**config.mk**
```make
export PLATFORM = sky130hd
export DESIGN_NAME = rom_arbiter_flat
export DESIGN_NICKNAME = d
export VERILOG_FILES = /design/src/rtl/rom_arb_pkg.sv /design/src/rtl/rom_arbiter_if.sv /design/src/rtl/rom_arb_pick.sv /design/src/rtl/rom_arbiter.sv /design/src/flat_wrapper.sv
export SDC_FILE = /design/constraint.sdc
export NUM_CORES = 1
export LEC_CHECK = 0
export ABC_CLOCK_PERIOD_IN_PS = 2000
export CAP_MARGIN = 10
export CORE_MARGIN = 4
export CORE_UTILIZATION = 41
export DETAILED_ROUTE_END_ITERATION = 8
export GPL_ROUTABILITY_DRIVEN = 1
export GPL_TIMING_DRIVEN = 1
export PLACE_DENSITY = 0.8
export SLEW_MARGIN = 20
export SYNTH_ARGS = -nofsm -noshare
export SYNTH_HDL_FRONTEND = slang
export SYNTH_HIERARCHICAL = 1
export SYNTH_SLANG_ARGS = --single-unit
export TNS_END_PERCENT = 10
```
**constraint.sdc**
```tcl
create_clock -name clk -period 2 [get_ports clk]
set_input_delay 0.3 -clock clk [delete_from_list [all_inputs] [get_ports clk]]
set_output_delay 0.3 -clock clk [all_outputs]
set_load 0.03 [all_outputs]
```
**src/rtl/rom_arb_pkg.sv**
```systemverilog
// -----------------------------------------------------------------------------
// rom_arb_pkg
// Shared definitions for the ROM arbiter slice: the controller state encoding,
// the requester port indices and the width of the strobe wait counter.
// No ports (package).
// -----------------------------------------------------------------------------
package rom_arb_pkg;

   // Controller states, in the order a read walks through them
   typedef enum logic [1:0] {
      IDLE,
      SETUP,
      STROBE,
      DONE
   } arbState_e;

   // Requester indices as reported on owner
   localparam logic PORT_CPU = 1'b0;
   localparam logic PORT_AUX = 1'b1;

   // Wide enough for the full 0..15 wait-state range
   localparam int WAIT_CNT_W = 4;

endpackage

```
**src/rtl/rom_arbiter_if.sv**
```systemverilog
// -----------------------------------------------------------------------------
// rom_arbiter_if
// Bundles the two requester handshakes and the asynchronous ROM bus.
//   req0/req1, addr0/addr1 : requests from CPU fetch (0) and loader/debug (1)
//   ack0/ack1, rdata       : one-cycle acknowledge with the captured ROM word
//   owner, busy            : port of the current/last transaction, non-idle flag
//   rom_addr, rom_data     : ROM address out, ROM data in
//   rom_cs_n, rom_oe_n     : active-low ROM chip select and output enable
// Modports: slave = arbiter side, master = requesters plus ROM side.
// -----------------------------------------------------------------------------
interface rom_arbiter_if #(
   parameter int AddressSize = 16,
   parameter int WordSize    = 8
);
   logic                   req0;
   logic                   req1;
   logic [AddressSize-1:0] addr0;
   logic [AddressSize-1:0] addr1;
   logic                   ack0;
   logic                   ack1;
   logic [WordSize-1:0]    rdata;
   logic                   owner;
   logic                   busy;
   logic [AddressSize-1:0] rom_addr;
   logic [WordSize-1:0]    rom_data;
   logic                   rom_cs_n;
   logic                   rom_oe_n;

   modport slave (
      input  req0, req1, addr0, addr1, rom_data,
      output ack0, ack1, rdata, owner, busy, rom_addr, rom_cs_n, rom_oe_n
   );

   modport master (
      output req0, req1, addr0, addr1, rom_data,
      input  ack0, ack1, rdata, owner, busy, rom_addr, rom_cs_n, rom_oe_n
   );
endinterface

```
**src/rtl/rom_arb_pick.sv**
```systemverilog
// -----------------------------------------------------------------------------
// rom_arb_pick
// Combinational winner select between the two requesters.
//   req0_i, req1_i : pending requests
//   last_i         : port granted most recently (round-robin build only)
//   grant_o        : at least one request is pending
//   winner_o       : index of the port to serve
// Build option ROM_ARB_ROUND_ROBIN_EN: ties alternate away from last_i.
// Without it port 0 always wins a tie. A lone request always wins.
// -----------------------------------------------------------------------------
module rom_arb_pick
   import rom_arb_pkg::*;
(
   input  logic req0_i,
   input  logic req1_i,
`ifdef ROM_ARB_ROUND_ROBIN_EN
   input  logic last_i,
`endif
   output logic grant_o,
   output logic winner_o
);

   assign grant_o = req0_i | req1_i;

`ifdef ROM_ARB_ROUND_ROBIN_EN
   // On a tie hand the bus to whichever port did not get it last time
   assign winner_o = (req0_i & req1_i) ? ~last_i : (req0_i ? PORT_CPU : PORT_AUX);
`else
   // Port 0 wins whenever it asks; port 1 only wins when it is alone
   assign winner_o = req0_i ? PORT_CPU : PORT_AUX;
`endif

endmodule

```
**src/rtl/rom_arbiter.sv**
```systemverilog
// -----------------------------------------------------------------------------
// rom_arbiter
// Shares one asynchronous, active-low-enabled ROM between two synchronous
// requesters. A read walks IDLE -> SETUP -> STROBE (WaitStates+1 cycles) ->
// DONE; the ROM word is captured at the end of STROBE and ack pulses in DONE.
//   clk     : system clock, all state changes on the rising edge
//   reset_n : synchronous active-low reset
//   bus     : rom_arbiter_if.slave (requests, acks, rdata, owner, busy, ROM bus)
// Parameters: AddressSize, WordSize, WaitStates (0..15).
// Build option ROM_ARB_ROUND_ROBIN_EN selects round-robin tie breaking.
// -----------------------------------------------------------------------------
module rom_arbiter
   import rom_arb_pkg::*;
#(
   parameter int AddressSize = 16,
   parameter int WordSize    = 8,
   parameter int WaitStates  = 2
) (
   input  logic         clk,
   input  logic         reset_n,
   rom_arbiter_if.slave bus
);

   arbState_e              state_q;
   logic [WAIT_CNT_W-1:0]  waitCnt_q;
   logic [AddressSize-1:0] romAddr_q;
   logic [WordSize-1:0]    rdata_q;
   logic                   owner_q;
   logic                   csN_q;
   logic                   oeN_q;
   logic                   ack0_q;
   logic                   ack1_q;
   logic                   grant;
   logic                   winner;
`ifdef ROM_ARB_ROUND_ROBIN_EN
   logic                   last_q;
`endif

   // Winner select only matters in IDLE; the FSM ignores it elsewhere
   rom_arb_pick u_pick (
      .req0_i   (bus.req0),
      .req1_i   (bus.req1),
`ifdef ROM_ARB_ROUND_ROBIN_EN
      .last_i   (last_q),
`endif
      .grant_o  (grant),
      .winner_o (winner)
   );

   // Controller: every ROM pin and handshake output comes straight from a
   // register here, so there is no combinational path from req to the ROM.
   // The strobes are set one edge ahead of the state they belong to.
   // The last-grant pointer starts at port 1 so that port 0 wins the first tie.
   always_ff @(posedge clk) begin
      if (!reset_n) begin
         state_q   <= IDLE;
         waitCnt_q <= '0;
         romAddr_q <= '0;
         rdata_q   <= '0;
         owner_q   <= PORT_CPU;
         csN_q     <= 1'b1;
         oeN_q     <= 1'b1;
         ack0_q    <= 1'b0;
         ack1_q    <= 1'b0;
`ifdef ROM_ARB_ROUND_ROBIN_EN
         last_q    <= PORT_AUX;
`endif
      end else begin
         ack0_q <= 1'b0;
         ack1_q <= 1'b0;
         case (state_q)
            IDLE: begin
               if (grant) begin
                  romAddr_q <= winner ? bus.addr1 : bus.addr0;
                  owner_q   <= winner;
`ifdef ROM_ARB_ROUND_ROBIN_EN
                  last_q    <= winner;
`endif
                  csN_q     <= 1'b0;
                  oeN_q     <= 1'b1;
                  state_q   <= SETUP;
               end
            end
            SETUP: begin
               oeN_q     <= 1'b0;
               waitCnt_q <= WAIT_CNT_W'(WaitStates);
               state_q   <= STROBE;
            end
            STROBE: begin
               if (waitCnt_q == '0) begin
                  rdata_q <= bus.rom_data;
                  csN_q   <= 1'b1;
                  oeN_q   <= 1'b1;
                  if (owner_q == PORT_AUX) begin
                     ack1_q <= 1'b1;
                  end else begin
                     ack0_q <= 1'b1;
                  end
                  state_q <= DONE;
               end else begin
                  waitCnt_q <= waitCnt_q - 1'b1;
               end
            end
            DONE: begin
               state_q <= IDLE;
            end
            default: begin
               state_q <= IDLE;
            end
         endcase
      end
   end

   assign bus.rom_addr = romAddr_q;
   assign bus.rom_cs_n = csN_q;
   assign bus.rom_oe_n = oeN_q;
   assign bus.rdata    = rdata_q;
   assign bus.owner    = owner_q;
   assign bus.ack0     = ack0_q;
   assign bus.ack1     = ack1_q;
   assign bus.busy     = (state_q != IDLE);

endmodule

```
**src/flat_wrapper.sv**
```systemverilog
// flat-port wrapper written by rule: the top's interface ports become plain ports
module rom_arbiter_flat import rom_arb_pkg::*;
#(
   parameter int AddressSize = 16,
   parameter int WordSize    = 8,
   parameter int WaitStates  = 2
)
  (clk, reset_n, bus_req0, bus_req1, bus_addr0, bus_addr1, bus_rom_data, bus_ack0, bus_ack1, bus_rdata, bus_owner, bus_busy, bus_rom_addr, bus_rom_cs_n, bus_rom_oe_n);
  rom_arbiter_if #(.AddressSize(AddressSize), .WordSize(WordSize)) bus_i ();
  input  logic clk;
  input  logic reset_n;
  input wire logic [$bits(bus_i.req0)-1:0] bus_req0;
  input wire logic [$bits(bus_i.req1)-1:0] bus_req1;
  input wire logic [$bits(bus_i.addr0)-1:0] bus_addr0;
  input wire logic [$bits(bus_i.addr1)-1:0] bus_addr1;
  input wire logic [$bits(bus_i.rom_data)-1:0] bus_rom_data;
  output wire logic [$bits(bus_i.ack0)-1:0] bus_ack0;
  output wire logic [$bits(bus_i.ack1)-1:0] bus_ack1;
  output wire logic [$bits(bus_i.rdata)-1:0] bus_rdata;
  output wire logic [$bits(bus_i.owner)-1:0] bus_owner;
  output wire logic [$bits(bus_i.busy)-1:0] bus_busy;
  output wire logic [$bits(bus_i.rom_addr)-1:0] bus_rom_addr;
  output wire logic [$bits(bus_i.rom_cs_n)-1:0] bus_rom_cs_n;
  output wire logic [$bits(bus_i.rom_oe_n)-1:0] bus_rom_oe_n;
  assign bus_i.req0 = bus_req0;
  assign bus_i.req1 = bus_req1;
  assign bus_i.addr0 = bus_addr0;
  assign bus_i.addr1 = bus_addr1;
  assign bus_i.rom_data = bus_rom_data;
  assign bus_ack0 = bus_i.ack0;
  assign bus_ack1 = bus_i.ack1;
  assign bus_rdata = bus_i.rdata;
  assign bus_owner = bus_i.owner;
  assign bus_busy = bus_i.busy;
  assign bus_rom_addr = bus_i.rom_addr;
  assign bus_rom_cs_n = bus_i.rom_cs_n;
  assign bus_rom_oe_n = bus_i.rom_oe_n;
  rom_arbiter #(.AddressSize(AddressSize), .WordSize(WordSize), .WaitStates(WaitStates)) u_core (.clk(clk), .reset_n(reset_n), .bus(bus_i));
endmodule
```
==> metrics.txt <==
# TYPE chip_impl_metric gauge
chip_impl_info{name="outcome",value="finished, final reports clean"} 1
chip_impl_metric{name="synth-seq-cells",unit=""} 35
chip_impl_metric{name="cellPowerDensity",unit="nW/µm²"} 1230
chip_impl_metric{name="drc_errors",unit=""} 0
chip_impl_metric{name="route.antenna.remaining_nets",unit=""} 0
chip_impl_metric{name="yosysWarningCount",unit=""} 6
chip_impl_info{name="critPathMostFrequentCell",value="inv_1"} 1
chip_impl_metric{name="synthesis.instances",unit=""} 173
chip_impl_metric{name="n_antenna_cell",unit=""} 0
chip_impl_metric{name="cellLeakagePower",unit="nW"} 1.15
chip_impl_metric{name="post_dp_cell_area",unit="µm²"} 2420
chip_impl_metric{name="die-area",unit="µm²"} 4990
chip_impl_metric{name="final_area",unit="µm²"} 2500
chip_impl_metric{name="max-clock-path-buffers",unit=""} 2
chip_impl_metric{name="maximum_number_of_pins_on_one_net_before_global_route_repair",unit=""} 34
chip_impl_metric{name="io_buffer_count",unit=""} 73
chip_impl_metric{name="setup_viol",unit=""} 0
chip_impl_info{name="synth_most_common_cell",value="nand2_1"} 1
chip_impl_metric{name="tightestPinTransition",unit="ns"} 0.418
chip_impl_metric{name="grt_usage",unit="%"} 15.0
chip_impl_metric{name="power.switching",unit="mW"} 1.21
chip_impl_metric{name="number_of_antenna_violations_at_the_first_check_in_global_routing",unit=""} 0
chip_impl_info{name="crit_chain",value="inv_1, ha_1, inv_1, dlygate4sd2_1"} 1
chip_impl_metric{name="power.share.clock",unit="%"} 15.7
chip_impl_metric{name="ys_seq_area_share",unit="%"} 43.5
chip_impl_metric{name="detailedPlacementHpwl",unit="µm"} 2850
chip_impl_metric{name="totalPowerFinal",unit="mW"} 3.07
chip_impl_info{name="unrepaired_setup_endpoints_after_global_routing",value="false"} 1
chip_impl_metric{name="synth.cell_area",unit="µm²"} 1610
chip_impl_metric{name="setup_total_negative_slack",unit="ns"} 0
chip_impl_info{name="start_kind",value="register"} 1
chip_impl_metric{name="multiInputGateArea",unit="µm²"} 831
chip_impl_metric{name="finalMaxSlewViolations",unit=""} 0
chip_impl_metric{name="synth_top_area_share",unit="%"} 43.5
chip_impl_metric{name="overflow",unit=""} 0
chip_impl_metric{name="dr.first_iter.drc_count",unit=""} 67
chip_impl_info{name="cp_slowest_cell",value="dlygate4sd2_1"} 1
chip_impl_metric{name="design.final.nets",unit=""} 297
chip_impl_info{name="post_synth_most_frequent_cells",value="41 x nand2_1, 35 x dfxtp_1, 17 x mux2i_1, 17 x o211a_1, 10 x a21boi_0"} 1
chip_impl_metric{name="synthesis.area_per_instance",unit="µm²"} 9.31
chip_impl_metric{name="holdBufCountCts",unit=""} 0
chip_impl_metric{name="period_share",unit="%"} 86.0
chip_impl_metric{name="vdd_ir_drop_max",unit="mV"} 0.687
chip_impl_info{name="cts-root-buf",value="clkbuf_8"} 1
chip_impl_metric{name="critPathMaxStageDelay",unit="ns"} 0.39
chip_impl_info{name="hold_class",value="reg -> reg"} 1
chip_impl_metric{name="post_synth_num_cell_types",unit=""} 29
chip_impl_metric{name="shortest_period_the_worst_path_allows",unit="ns"} 1.72
chip_impl_metric{name="vias",unit=""} 1400
chip_impl_metric{name="inserted_clock_buffers",unit=""} 5
chip_impl_metric{name="hold_slack",unit="ns"} 0.461
chip_impl_metric{name="required",unit="ns"} 1.70
chip_impl_metric{name="cp_max_fo",unit=""} 5
chip_impl_metric{name="detail_route.wirelength",unit="µm"} 3660
chip_impl_metric{name="first_pass_grt_wire_length",unit="µm"} 5980
chip_impl_metric{name="combinational_power_share",unit="%"} 51.1
chip_impl_metric{name="routabilityCongestion",unit=""} 0.780
chip_impl_metric{name="hold_viol_final",unit=""} 0
chip_impl_info{name="critPathCaptureType",value="primary output"} 1
chip_impl_metric{name="share_of_post_route_cells_with_drive_strength_above_1",unit="%"} 6.83
chip_impl_metric{name="seqCellArea",unit="µm²"} 701
chip_impl_metric{name="clock_sink_count",unit=""} 35
chip_impl_metric{name="cp.arrival",unit="ns"} 1.42
chip_impl_info{name="synth_ff_type",value="dfxtp_1"} 1
chip_impl_metric{name="worst_setup_hold_path_clk_slew",unit="ns"} 0.07
chip_impl_metric{name="floorplan.io_pins",unit=""} 74
chip_impl_metric{name="clock_latency",unit="ns"} 0.28
chip_impl_metric{name="p_int",unit="mW"} 1.86
chip_impl_metric{name="die_h",unit="µm"} 70.7
chip_impl_metric{name="clock_tree.htree_level_count",unit=""} 2
chip_impl_metric{name="slew_headroom",unit="%"} 72.0
chip_impl_metric{name="drv_cap",unit=""} 0
chip_impl_metric{name="detail_route.vias_per_cell",unit=""} 4.71
chip_impl_metric{name="power_switching_share",unit="%"} 39.5
chip_impl_metric{name="detail_route.wl_per_cell",unit="µm"} 12.3
chip_impl_info{name="post_synth_main_area_contributors",value="dfxtp_1 44%, mux2i_1 11%, o211a_1 11%, nand2_1 9.6%, a21boi_0 4.7%"} 1
chip_impl_metric{name="synthArstFlopShare",unit="%"} 0
chip_impl_metric{name="synth-edff-count",unit=""} 0
chip_impl_metric{name="dr.pass1.iters",unit=""} 4
chip_impl_info{name="synth_top_cell_by_area",value="dfxtp_1"} 1
chip_impl_metric{name="vias_in_the_first_global_route",unit=""} 1316
chip_impl_metric{name="achievable-frequency",unit="MHz"} 581
chip_impl_info{name="setup.worst_path.class",value="reg -> out"} 1
chip_impl_metric{name="core_ar",unit="µm²"} 3720
chip_impl_metric{name="power.sequential.fraction",unit="%"} 33.2
chip_impl_metric{name="fillCellCount",unit=""} 325
chip_impl_metric{name="start_util",unit="%"} 43.3
chip_impl_metric{name="chipWidth",unit="µm"} 70.7
chip_impl_info{name="cts_tree",value="done"} 1
chip_impl_metric{name="post-cts-setup-buffers",unit=""} 0
chip_impl_metric{name="layout-area-overhead-vs-synth",unit="%"} 55.1
chip_impl_metric{name="synthesis.nets",unit=""} 222
chip_impl_metric{name="num_rows",unit=""} 22
chip_impl_metric{name="skew",unit="ns"} 0.00479
-- worst max-delay path, delay by kind of cell, from the launching register on --
| family | cells | cell delay (ns) |
|---|---|---|
| DFF | 1 | 0.36 |
| adders and majority gates | 1 | 0.24 |
| buffers and inverters | 3 | 0.54 |
-- routing by layer --
layer	vias up	global-route usage (%)	share of wire, %
li1	737	-	-
met1	598	17.2	42
met2	60	23.4	43
met3	5	9.09	14
met4	0	5.01	1.4
met5	-	0	0
-- state kept, by name (all words and copies together) (netlist names) --
| register | cells |
|---|---|
| u_core/state_q | 2 |
| u_core/bus.rdata | 8 |
| u_core/bus.ack1 | 1 |
| u_core/waitCnt_q | 4 |
| u_core/bus.rom_addr | 16 |
| u_core/bus.owner | 1 |
| u_core/bus.rom_cs_n | 1 |
| u_core/bus.ack0 | 1 |
| u_core/bus.rom_oe_n | 1 |
-- cell families (layout without fill, tap and decap cells) --
logic type / Yosys count / count (layout) / share of synthesized area, %
and+or+nand+nor: 63 / 63 / 18.3
muxes: 17 / 17 / 10.6
buffers and inverters: 19 / 95 / 4.89
DFF: 35 / 35 / 43.5
xor gates and xnor gates: 1 / 1 / 0.544
AOI/OAI and AO/OA: 33 / 33 / 18.3
adders and majority gates: 5 / 5 / 3.89
-- per-stage QoR --
step / instances / setup slack [ns] / util (%)
floorplan: 173 / 0.494 / -
global placement: 289 / 0.329 / 65.1
detailed placement: 289 / 0.308 / 65.1
CTS: 297 / 0.250 / 67.2
global route: 297 / 0.184 / 67.2
finish: 297 / 0.280 / 67.2
-- layout make-up --
type,instances,area share [%]
tap,48,2.40
multi-input combinational,119,33.3
sequential,35,28.1
clock buffer,7,3.06
clock inverter,1,0.200
timing repair buffer,81,32.1
inverter,6,0.902
-- power groups by stage --
stage	registers, mW	clock network (mW)	logic [mW]
after floorplan	1.39	0	0.608
after global placement	1.03	0	1.58
after detailed placement	1.04	0	1.59
after CTS	1.02	0.504	1.59
after global routing	1.05	0.535	1.71
final	1.02	0.481	1.57
-- layout by cell type, fill, tap and decap left out, types with 2 or more instances in the layout --
| cell | instances |
|---|---|
| a21boi_0 | 10 |
| and2_1 | 2 |
| and3_1 | 2 |
| buf_4 | 7 |
| clkbuf_1 | 2 |
| clkbuf_8 | 5 |
| clkdlybuf4s50_1 | 72 |
| dfxtp_1 | 35 |
| ha_1 | 5 |
| inv_1 | 6 |
| mux2i_1 | 17 |
| nand2_1 | 41 |
| nand3_1 | 3 |
| nor2_1 | 4 |
| nor2b_1 | 3 |
| o211a_1 | 17 |
| o21ai_0 | 2 |
-- what timing repair did --
item / in CTS / in global routing
endpoints found under the setup margin: 1 / 0
hold endpoints to repair: 0 / 0
gates resized for setup: 1 / 0
-- worst paths after layout --
path / startpoint / end / slack, ns / cells after the start
worst max register to register: u_core/waitCnt_q[0] / u_core/state_q[1] / 0.37 / 6
worst max-delay path: u_core/state_q[0] / bus_busy / 0.28 / 4
worst min-delay path: u_core/bus.owner / u_core/bus.ack0 / 0.46 / 1
worst min register to register: u_core/bus.owner / u_core/bus.ack0 / 0.46 / 1
Note: power is estimated with default switching activity, not from simulation.
